### src/rtl/tri_fetch_pkg.sv
// tri_fetch_pkg
// Shared definitions for the triangle fetch stage: the sweep state
// encoding, the default record size in 32-bit words, and the bit offsets
// of each vertex coordinate inside a packed triangle record.
//
// Record layout (bit offsets, each field 32 bits wide):
//   vertex 0: x @ 0,   y @ 32,  z @ 64
//   vertex 1: x @ 96,  y @ 128, z @ 160
//   vertex 2: x @ 192, y @ 224, z @ 256
package tri_fetch_pkg;

  typedef enum logic [1:0] {
    IDLE  = 2'd0,
    ISSUE = 2'd1,
    WAIT  = 2'd2,
    FLUSH = 2'd3
  } fetch_state_t;

  localparam int NDWORDS_TRI = 9;

  localparam int V0X_OFS = 0;
  localparam int V0Y_OFS = 32;
  localparam int V0Z_OFS = 64;
  localparam int V1X_OFS = 96;
  localparam int V1Y_OFS = 128;
  localparam int V1Z_OFS = 160;
  localparam int V2X_OFS = 192;
  localparam int V2Y_OFS = 224;
  localparam int V2Z_OFS = 256;

endpackage

### src/rtl/tri_fetch_sync.sv
// sync_fifo
// Single-clock FIFO with registered pointers and an occupancy counter.
// The head entry is presented combinationally on rdata whenever the FIFO
// is non-empty. A push is accepted on a full FIFO only if a pop happens in
// the same cycle, which frees the slot being written.
//
// Parameters:
//   WIDTH - entry width in bits
//   DEPTH - number of entries, a power of two and at least 2
// Ports:
//   clk, reset      - clock, synchronous active-high reset
//   push, wdata     - write request and data
//   pop             - remove head entry (ignored when empty)
//   rdata           - head entry
//   full, empty     - occupancy flags
//   count           - number of stored entries
module sync_fifo #(
  parameter int WIDTH = 8,
  parameter int DEPTH = 2,
  localparam int AW   = (DEPTH > 1) ? $clog2(DEPTH) : 1,
  localparam int CW   = $clog2(DEPTH + 1)
) (
  input  logic             clk,
  input  logic             reset,
  input  logic             push,
  input  logic             pop,
  input  logic [WIDTH-1:0] wdata,
  output logic [WIDTH-1:0] rdata,
  output logic             full,
  output logic             empty,
  output logic [CW-1:0]    count
);

  localparam logic [CW-1:0] DEPTH_C = CW'(DEPTH);

  logic [WIDTH-1:0] mem [DEPTH];
  logic [AW-1:0]    wptr;
  logic [AW-1:0]    rptr;
  logic             do_push;
  logic             do_pop;

  assign full  = (count == DEPTH_C);
  assign empty = (count == '0);
  assign rdata = mem[rptr];

  assign do_pop  = pop && !empty;
  assign do_push = push && (!full || do_pop);

  // Pointers wrap naturally because DEPTH is a power of two.
  always_ff @(posedge clk) begin
    if (reset) begin
      wptr  <= '0;
      rptr  <= '0;
      count <= '0;
    end else begin
      if (do_push) wptr <= wptr + 1'b1;
      if (do_pop)  rptr <= rptr + 1'b1;
      case ({do_push, do_pop})
        2'b10:   count <= count + 1'b1;
        2'b01:   count <= count - 1'b1;
        default: count <= count;
      endcase
    end
  end

  // Storage needs no reset: entries are only visible once counted.
  always_ff @(posedge clk) begin
    if (do_push) mem[wptr] <= wdata;
  end

endmodule

### src/rtl/tri_fetch.sv
// tri_fetch
// Sweeps triangle indices 0..ntris-1, requests each record from the
// element reader one at a time, and streams the returned records (with
// their index and a last flag) to the intersect stage through a small
// output FIFO. Requests stall while the FIFO is full, so a slow consumer
// throttles the reader instead of losing data.
//
// Parameters:
//   NDWORDS    - 32-bit words per triangle record (ELEMSZ = 32*NDWORDS)
//   FIFO_DEPTH - output buffer entries, power of two, at least 2
// Ports:
//   clk, reset                  - clock, synchronous active-high reset
//   start, ntris                - begin a sweep of ntris triangles
//   busy, done                  - sweep active / one-cycle completion pulse
//   rd_read, rd_index           - request to the element reader
//   rd_iready, rd_ovalid, rd_data - reader response handshake and record
//   tri_valid, tri_ready        - downstream stream handshake
//   tri_data, tri_index, tri_last - downstream record, its index, last flag
module tri_fetch
  import tri_fetch_pkg::*;
#(
  parameter int NDWORDS    = NDWORDS_TRI,
  parameter int FIFO_DEPTH = 2,
  localparam int ELEMSZ    = 32 * NDWORDS
) (
  input  logic              clk,
  input  logic              reset,
  input  logic              start,
  input  logic [31:0]       ntris,
  output logic              busy,
  output logic              done,
  output logic              rd_read,
  output logic [31:0]       rd_index,
  input  logic              rd_iready,
  input  logic [ELEMSZ-1:0] rd_data,
  input  logic              rd_ovalid,
  output logic              tri_valid,
  input  logic              tri_ready,
  output logic [ELEMSZ-1:0] tri_data,
  output logic [31:0]       tri_index,
  output logic              tri_last
);

  // FIFO entry layout: {last, index, record}
  localparam int FW = ELEMSZ + 33;
  localparam int CW = $clog2(FIFO_DEPTH + 1);

  fetch_state_t    state;
  fetch_state_t    state_next;
  logic [31:0]     idx;
  logic [31:0]     last_idx;
  logic            done_pulse;

  logic            fifo_push;
  logic            fifo_pop;
  logic            fifo_full;
  logic            fifo_empty;
  logic [CW-1:0]   fifo_count;
  logic [FW-1:0]   fifo_wdata;
  logic [FW-1:0]   fifo_rdata;

  logic            issue_ok;
  logic            capture;
  logic            cap_last;
  logic            sweep_end;

  // The full flag reflects the count before any pop this cycle, so a
  // pop never lets a new request slip in early.
  assign issue_ok  = (state == ISSUE) && !fifo_full;
  assign capture   = (state == WAIT) && rd_ovalid && rd_iready;
  assign cap_last  = (idx == last_idx);

  // The final entry is the only one left when it is popped in FLUSH.
  assign sweep_end = (state == FLUSH) && fifo_pop && (fifo_count == CW'(1));

  assign fifo_push  = capture;
  assign fifo_pop   = tri_valid && tri_ready;
  assign fifo_wdata = {cap_last, idx, rd_data};

  sync_fifo #(
    .WIDTH (FW),
    .DEPTH (FIFO_DEPTH)
  ) u_fifo (
    .clk   (clk),
    .reset (reset),
    .push  (fifo_push),
    .pop   (fifo_pop),
    .wdata (fifo_wdata),
    .rdata (fifo_rdata),
    .full  (fifo_full),
    .empty (fifo_empty),
    .count (fifo_count)
  );

  always_ff @(posedge clk) begin
    if (reset) state <= IDLE;
    else       state <= state_next;
  end

  always_comb begin
    state_next = state;
    case (state)
      IDLE:    if (start && (ntris != 32'd0)) state_next = ISSUE;
      ISSUE:   if (issue_ok) state_next = WAIT;
      WAIT:    if (capture) state_next = cap_last ? FLUSH : ISSUE;
      FLUSH:   if (sweep_end) state_next = IDLE;
      default: state_next = IDLE;
    endcase
  end

  // The index stops at ntris-1 by equality, so ntris = 2^32-1 never
  // needs the counter to wrap.
  always_ff @(posedge clk) begin
    if (reset) begin
      idx        <= 32'd0;
      last_idx   <= 32'd0;
      done_pulse <= 1'b0;
    end else begin
      done_pulse <= 1'b0;
      if ((state == IDLE) && start) begin
        idx      <= 32'd0;
        last_idx <= ntris - 32'd1;
        if (ntris == 32'd0) done_pulse <= 1'b1;
      end
      if (capture && !cap_last) idx <= idx + 32'd1;
      if (sweep_end) done_pulse <= 1'b1;
    end
  end

  // Outputs are forced to zero while reset is held, and the stream
  // fields read as zero whenever no entry is presented.
  always_comb begin
    busy      = !reset && (state != IDLE);
    done      = !reset && done_pulse;
    rd_read   = !reset && (issue_ok || (state == WAIT));
    rd_index  = rd_read ? idx : 32'd0;
    tri_valid = !reset && !fifo_empty;
    tri_data  = tri_valid ? fifo_rdata[ELEMSZ-1:0] : '0;
    tri_index = tri_valid ? fifo_rdata[ELEMSZ +: 32] : 32'd0;
    tri_last  = tri_valid && fifo_rdata[FW-1];
  end

endmodule

### config.mk
export PLATFORM = sky130hd
export DESIGN_NAME = tri_fetch
export DESIGN_NICKNAME = d
export VERILOG_FILES = /design/src/rtl/tri_fetch_pkg.sv /design/src/rtl/tri_fetch_sync.sv /design/src/rtl/tri_fetch.sv
export SDC_FILE = /design/constraint.sdc
export NUM_CORES = 1
export LEC_CHECK = 0
export CORE_AREA = 2 2 265 267
export DETAILED_ROUTE_END_ITERATION = 10
export DIE_AREA = 0 0 267 269
export PLACE_DENSITY = 0.73
export SKIP_LAST_GASP = 1
export SYNTH_ARGS = -nofsm -noshare
export SYNTH_HDL_FRONTEND = slang
export SYNTH_HIERARCHICAL = 1
export SYNTH_SLANG_ARGS = --single-unit
### constraint.sdc
create_clock -name clk -period 28.3 [get_ports clk]
set_clock_uncertainty 0.15 [all_clocks]
set_input_delay 5.66 -clock clk [delete_from_list [all_inputs] [get_ports clk]]
set_output_delay 5.66 -clock clk [all_outputs]
set_load 0.03 [all_outputs]
==> results.cfg, run 1 <==
[run_status]
status = complete, no violations

[synthesis]
synth_area_leaders = edfxtp_1, mux2_4, and2_1
synth.net_count = 2284
synth_top_area_share_pct = 61.4
yosysMostFrequentCell = edfxtp_1
synth_ff_type = edfxtp_1
syn_area_per_cell_um2 = 16.1
async_reset_ff_share_pct = 0
ys_ff_latch = 714
yosys_warnings = 6
synth-edff-count = 642
netlist_area_um2 = 31400
ys_seq_area_share_pct = 66.0
yosys-top-cells-count = edfxtp_1, and2_1, mux2_4
ys_types = 62
yosysTopAreaCell = edfxtp_1
synth_cells = 1956

[timing]
setup_ws_ns = 14.23
slew_headroom_pct = 5.24
period_share_pct = 49.7
min_period_ns = 14.07
tns_ns = 0
grt_setup_unrepaired = false
worst_slew_pin_slew_ns = 1.42
setup_viol = 0
fmax_mhz = 71.1
finalHoldViolations = 0
report.final.slew_viol_count = 0

[setup_path]
path_depth = 6
path_class = input port to primary output
rr_worst_depth = 8
path_buf_inv = 4
worst_setup_path_start_kind = input port
critPathMaxStageDelay_ns = 0.74
cp_cell_sequence = buf_2 > nor2_4 > buf_4 > buf_4 > and2_1 > clkdlybuf4s50_1
worstPathRequired_ns = 22.49
critical_path.top_delay_family = buffers and inverters
critPathMaxFanout = 123
worst_path_most_repeated_cell = buf_4
worstPathArrival_ns = 8.26
cp_slowest_cell = buf_4
end_kind = primary output

[die]
rows = 97
coreArea_um2 = 69300
io_pins = 683
dieArea_um2 = 71800
die_h_um = 269
die_x_um = 267
initial_core_util_pct = 45.3

[power]
power.leakage_nw = 14.4
powerDensity_nw_per_um2 = 55.7
vdd_ir_drop_max_mv = 0.0338
power_mw = 2.30

[clock_network]
cts.sinks = 714
hold_buffers = 0
clk_pin_slew_ns = 0.06
ctsResizeCount = 0
cts_tree = done
clock_latency_ns = 0.60
root_buffer = clkbuf_16
ctsLongestPathBuffers = 3
cts_setup_buffers = 0
cts_inserted_buffers = 75
htreeDepth = 3

[global_route]
met3_usage_pct = 5.81
grt_pass1_vias = 18800
grt_pass1_wl_um = 120000
grtUsageTotal_pct = 22.6
grtUsageMet2_pct = 40.6
grt_start_max_net_pins = 147
grt_overflow = 0
met1_usage_pct = 25.8
antenna_found_initial = 19
busiest_layer = met2

[drt]
wire_per_inst_um = 23.3
vias = 18800
wirelength_um = 84700
drt-initial-drc-count = 1743
ant_nets = 0
remaining_drc_errors = 0
via_per_inst = 5.18
first_pass_iters = 6

[placement]
io_buffers = 682
place_congestion = 0.880
dp_hpwl_um = 60000
place_ws_ns = 14.22

[run]
drv_cap = 0

[final_layout]
area_delta_synth_final_pct = 31.4
finish.net_count = 2952
drive_above_1_share_pct = 18.4

[min_path]
holdPathStages = 2
hold_path.class = flip-flop to flip-flop
## cell usage in the layout, fill, tap and decap left out, types with 22 or more instances in the layout
master             n
inv_1             22
xor2_1            47
mux2_4           290
buf_4             22
edfxtp_1         642
and2_1           356
nand2_1           48
mux2_2            32
nor4_1            23
clkbuf_16         76
o21ai_0           32
dfxtp_1           71
nor2_1            63
clkdlybuf4s50_1  681
## through the flow
step	instance area [µm²]	util, %	hold slack (ns)	cells
2_1_floorplan	31400	-	0.270	1956
3_3_place_gp	38700	55.8	0.303	3487
3_5_place_dp	38700	55.8	0.310	3487
4_1_cts	41200	59.5	0.318	3623
5_1_grt	41200	59.5	0.341	3632
6_report	41200	59.5	0.317	3639
## report_power, final
group          total, mW  switching [mW]  leakage (nW)  internal [mW]
registers           1.17         0.00635          6.43           1.16
clock network      0.998           0.403          1.22          0.595
logic              0.129          0.0600          6.71         0.0692
total               2.30           0.469          14.4           1.83
## state kept, by name, indices dropped and copies added, names as in the netlist, named ones only
| name | cells |
|---|---|
| idx | 32 |
| last_idx | 32 |
| u_fifo/wptr | 1 |
| u_fifo/rptr | 1 |
| u_fifo/count | 2 |
| u_fifo/mem | 642 |
| state | 2 |
| done_pulse | 1 |
## area by class of cell
class / instances / area, µm²
Inverter: 22 / 82.6
Multi-Input combinational cell: 1106 / 9710
Timing Repair Buffer: 705 / 7010
Tap cell: 940 / 1180
Clock buffer: 92 / 1990
Antenna cell: 16 / 40.0
Sequential cell: 714 / 20700
Clock inverter: 44 / 507
Fill cell: 5092 / 28100
## worst paths after layout
check                                             startpoint                           to  slack (ns)
worst max-delay path                                   reset                tri_data[218]       14.23
worst min-delay path               last_idx[23]$_SDFFE_PP0P_    last_idx[23]$_SDFFE_PP0P_        0.32
worst max register to register  u_fifo/count[1]$_SDFFE_PP0P_  u_fifo/mem[0][54]$_DFFE_PP_       23.05
worst min register to register     last_idx[23]$_SDFFE_PP0P_    last_idx[23]$_SDFFE_PP0P_        0.32
## layer usage
layer	up-vias	part of all wire, %	wire, µm
met3	144	7.7	6500
met2	768	52	44300
met4	14	2.9	2460
met1	9340	37	31400
met5	-	0.10	87
li1	8569	-	-
## tightest hold or removal path, cell delays in order, from the launching register on
cell     delay [ns]
dfxtp_1        0.32
nand2_1        0.05
a21oi_1        0.05
## cells by family (layout without fill, tap and decap cells)
kind of cell / after synthesis / in the layout / share of synthesized area [%]
AO/OA/AOI/OAI: 119 / 119 / 2.67
AND/OR/NAND/NOR: 602 / 602 / 11.3
other: 0 / 16 / 0
adder cells (fa/ha/maj): 2 / 2 / 0.0797
multiplexers: 323 / 323 / 15.0
XOR/XNOR: 60 / 60 / 1.67
flip-flops: 714 / 714 / 66.0
buffers and inverters: 136 / 863 / 3.19
(Power assumes the default switching activity.)
==> inputs of run 2 (changes only) <==
--- a/config.mk
+++ b/config.mk
@@ -5,10 +5,9 @@
 export SDC_FILE = /design/constraint.sdc
 export NUM_CORES = 1
 export LEC_CHECK = 0
-export CORE_AREA = 2 2 265 267
+export CORE_UTILIZATION = 46
 export DETAILED_ROUTE_END_ITERATION = 10
-export DIE_AREA = 0 0 267 269
-export PLACE_DENSITY = 0.73
+export PLACE_DENSITY = 0.76
 export SKIP_LAST_GASP = 1
 export SYNTH_ARGS = -nofsm -noshare
 export SYNTH_HDL_FRONTEND = slang
==> constraint.sdc (replaced) <==
create_clock -name clk -period 12.2 [get_ports clk]
set_clock_uncertainty 0.15 [all_clocks]
set_input_delay 2.44 -clock clk [delete_from_list [all_inputs] [get_ports clk]]
set_output_delay 2.44 -clock clk [all_outputs]
set_load 0.03 [all_outputs]
==> results.cfg, run 2 (same netlist as run 1, synthesis figures left out) <==
[power]
power.leakage_nw = 14.2
powerDensity_nw_per_um2 = 127
vdd_ir_drop_max_mv = 0.0874

[die]
coreArea_um2 = 67400
die_x_um = 263
rows = 95
initial_core_util_pct = 46.6
io_pins = 683
dieArea_um2 = 69300
die_h_um = 263

[final_layout]
finish.net_count = 2945
area_delta_synth_final_pct = 30.8
final_cell_mix = clkdlybuf4s50_1, edfxtp_1, and2_1, mux2_4, clkbuf_16
final_common_cell = clkdlybuf4s50_1
regMostFlops = u_fifo/mem
final_area_um2 = 41100
largest_registers = u_fifo/mem: 642 flops, idx: 32 flops, last_idx: 32 flops
largest_reg_flops = 642
drive_above_1_share_pct = 18.0

[timing]
period_share_pct = 66.4
grt_setup_unrepaired = false
finalHoldViolations = 0
fmax_mhz = 123
worst_slew_pin_slew_ns = 1.31
setup_viol = 0
slew_headroom_pct = 12.5
min_period_ns = 8.10
tns_ns = 0
report.final.slew_viol_count = 0

[global_route]
grt_pass1_vias = 19000
grt_start_max_net_pins = 195
grt_overflow = 0
antenna_found_initial = 17
grt_pass1_wl_um = 123000
grtUsageTotal_pct = 23.8

[drt]
first_pass_iters = 6
wire_per_inst_um = 23.7
remaining_drc_errors = 0
vias = 18800
via_per_inst = 5.29
ant_nets = 0
drt-initial-drc-count = 1754
wirelength_um = 84500

[setup_path]
worst_setup_path_start_kind = input port
worstPathArrival_ns = 5.51
path_class = input port to primary output
end_kind = primary output
worstPathRequired_ns = 9.61
critPathMaxFanout = 96

[clock_network]
cts_setup_buffers = 0
htreeDepth = 3
ctsResizeCount = 0
cts_inserted_buffers = 77
clock_latency_ns = 0.62
cts_tree = done
cts.sinks = 714
hold_buffers = 0
ctsLongestPathBuffers = 3
root_buffer = clkbuf_16
clk_pin_slew_ns = 0.06

[placement]
dp_hpwl_um = 58800
place_area_um2 = 38600
io_buffers = 682
place_congestion = 0.899

[min_path]
hold_path.class = flip-flop to flip-flop

[run]
drv_cap = 0

[run_status]
status = complete, no violations
==> run 2: cell count changes in the layout (fill, tap and decap cells not counted), moves of 3 or more <==
| cell | change |
|---|---|
| buf_12 | +4 |
| clkinv_2 | +3 |
| bufinv_16 | -8 |
| clkbuf_1 | +4 |
| buf_4 | -12 |
| clkbuf_16 | +4 |
==> run 2: cell type report <==
class                           instances  area (µm²)
Fill cell                            4923       26300
Sequential cell                       714       20700
Multi-Input combinational cell       1106        9720
Timing Repair Buffer                  696        6990
Clock buffer                          100        2110
Tap cell                              873        1090
Clock inverter                         38         300
Inverter                               22        82.6
Antenna cell                           15        37.5
==> run 2: worst max-delay path: stages <==
cell	delay (ns)
buf_4	0.25
nor2_4	0.12
buf_4	0.71
buf_4	0.79
and2_1	0.23
clkdlybuf4s50_1	0.78
==> run 2: worst paths after layout <==
check	startpoint	to	slack [ns]	depth (start not counted)
setup / recovery	reset	tri_data[28]	4.10	6
hold / removal	last_idx[23]$_SDFFE_PP0P_	last_idx[23]$_SDFFE_PP0P_	0.32	2
setup reg to reg	idx[13]$_SDFFE_PP0P_	idx[26]$_SDFFE_PP0P_	8.00	6
hold reg to reg	last_idx[23]$_SDFFE_PP0P_	last_idx[23]$_SDFFE_PP0P_	0.32	2
==> run 2: routing by layer <==
metal | part of all wire, % | wire [µm] | global-route usage [%] | up-vias
met5 | 0.084 | 71 | 0 | -
met4 | 3.3 | 2760 | 9.63 | 12
met3 | 7.3 | 6120 | 5.79 | 154
met2 | 52 | 44100 | 42.3 | 790
met1 | 37 | 31400 | 27.3 | 9334
li1 | - | - | - | 8549
==> run 2: report_power, final <==
part           switching, mW  leakage, nW  total (mW)  internal, mW
clock                  0.947         1.18        2.22          1.27
combinational          0.139         6.67       0.300         0.161
sequential            0.0150         6.39        2.71          2.70
==> run 2: per-stage QoR <==
stage          setup WS, ns  utilization, %  hold WS (ns)  total power [mW]  std cells
2_1_floorplan        -0.163               -         0.270              2.89       1956
3_3_place_gp           4.12            57.3         0.304              3.05       3411
3_5_place_dp           4.12            57.3         0.311              3.06       3411
4_1_cts                4.12            60.9         0.318              5.27       3549
5_1_grt                3.90            60.9         0.344              5.39       3555
6_report               4.10            60.9         0.317              5.23       3564
==> inputs of run 3 (changes only) <==
==> constraint.sdc (replaced) <==
create_clock -name clk -period 7.3 [get_ports clk]
set_clock_uncertainty 0.15 [all_clocks]
set_input_delay 1.46 -clock clk [delete_from_list [all_inputs] [get_ports clk]]
set_output_delay 1.46 -clock clk [all_outputs]
set_load 0.03 [all_outputs]
==> results.cfg, run 3 (same netlist as run 1, synthesis figures left out) <==
[placement]
io_buffers = 682
place_area_um2 = 38700
place_congestion = 0.887
dp_hpwl_um = 58700

[die]
rows = 95
initial_core_util_pct = 46.6
io_pins = 683
coreArea_um2 = 67400
die_x_um = 263
dieArea_um2 = 69300
die_h_um = 263

[final_layout]
nFillCells = 4848
final_common_cell = clkdlybuf4s50_1
final_area_um2 = 41100
final_util_pct = 61.0
final_cell_mix = clkdlybuf4s50_1, edfxtp_1, and2_1, mux2_4, clkbuf_16
largest_registers = u_fifo/mem: 642 flops, idx: 32 flops, last_idx: 32 flops
largest_reg_flops = 642
area_delta_synth_final_pct = 31.0
drive_above_1_share_pct = 18.1
regMostFlops = u_fifo/mem
finish.net_count = 2947

[timing]
min_period_ns = 5.57
report.final.slew_viol_count = 0
fmax_mhz = 179
setup_viol = 0
finalHoldViolations = 0
slew_headroom_pct = 15.0
tns_ns = 0
period_share_pct = 76.3
grt_setup_unrepaired = false
worst_slew_pin_slew_ns = 1.28

[power]
power.leakage_nw = 14.3
powerDensity_nw_per_um2 = 212
vdd_ir_drop_max_mv = 0.140

[run_status]
status = complete, no violations

[setup_path]
cp_slowest_cell = buf_2
end_kind = primary output
worstPathRequired_ns = 5.69
critPathMaxFanout = 189
cp_cell_sequence = buf_2 > nor2_4 > buf_12 > and2_1 > clkdlybuf4s50_1
critPathMaxStageDelay_ns = 0.82
path_buf_inv = 3
cp-startpoint = reset
worst_setup_path_start_kind = input port
critical_path.top_delay_family = buffers and inverters
worstPathArrival_ns = 3.96
reg2reg_from = idx[25]$_SDFFE_PP0P_
path_class = input port to primary output

[drt]
remaining_drc_errors = 0
first_pass_iters = 5
via_per_inst = 5.28
wirelength_um = 83600
wire_per_inst_um = 23.5
vias = 18800
drt-initial-drc-count = 1751
ant_nets = 0

[clock_network]
clk_pin_slew_ns = 0.06
hold_buffers = 0
ctsResizeCount = 0
root_buffer = clkbuf_16
htreeDepth = 3
cts_setup_buffers = 0
clock_latency_ns = 0.60
cts_tree = done
cts_inserted_buffers = 75
ctsLongestPathBuffers = 3
cts.sinks = 714

[global_route]
grt_start_max_net_pins = 190
antenna_found_initial = 29
grt_pass1_wl_um = 121000
grt_overflow = 0
grtUsageTotal_pct = 23.5
grt_pass1_vias = 18700

[min_path]
hold_start = last_idx[23]$_SDFFE_PP0P_
hold_path.class = flip-flop to flip-flop

[run]
drv_cap = 0
## run 3: metrics by stage
stage               worst slack (ns)  power [mW]  hold WS (ns)  cells
CTS                             1.75        8.81         0.327   3549
global placement                1.90        5.10         0.307   3415
detailed placement              1.77        5.11         0.319   3415
finish                          1.73        8.73         0.329   3564
floorplan                    -0.0582        4.82         0.270   1956
global route                    1.61        8.99         0.351   3559
## run 3: report_power, final
group / internal, mW / switching (mW) / total [mW] / leakage (nW)
logic: 0.270 / 0.231 / 0.500 / 6.70
registers: 4.50 / 0.0255 / 4.53 / 6.39
clock network: 2.16 / 1.55 / 3.70 / 1.17
total: 6.93 / 1.80 / 8.73 / 14.3
## run 3: final cells by class
class                           instances  area [µm²]  area share (%)
Sequential cell                       714       20700            50.4
Inverter                               22        85.1           0.207
Antenna cell                           15        37.5          0.0913
Clock buffer                           99        2080            5.06
Clock inverter                         35         310           0.755
Tap cell                              873        1090            2.66
Multi-Input combinational cell       1106        9730            23.6
Timing Repair Buffer                  700        7070            17.2
## run 3: per-layer routing
metal	GRT usage [%]	wire length [µm]	vias to the layer above
met2	42.3	43900	752
met5	0	160	-
met4	8.87	2670	26
li1	-	-	8560
met1	26.3	30600	9332
met3	6.66	6270	165
## run 3: worst paths after layout
| path | to | slack (ns) | depth (start not counted) |
|---|---|---|---|
| worst max-delay path | tri_data[26] | 1.73 | 5 |
| worst min-delay path | last_idx[23]$_SDFFE_PP0P_ | 0.33 | 2 |
| worst max register to register | idx[28]$_SDFFE_PP0P_ | 3.27 | 6 |
| worst min register to register | last_idx[23]$_SDFFE_PP0P_ | 0.33 | 2 |
## run 3: worst min-delay path: cells and delay by family (launching register included)
kind            cells  cell delay (ns)
simple gates        1             0.06
flops               1             0.32
compound gates      1             0.05
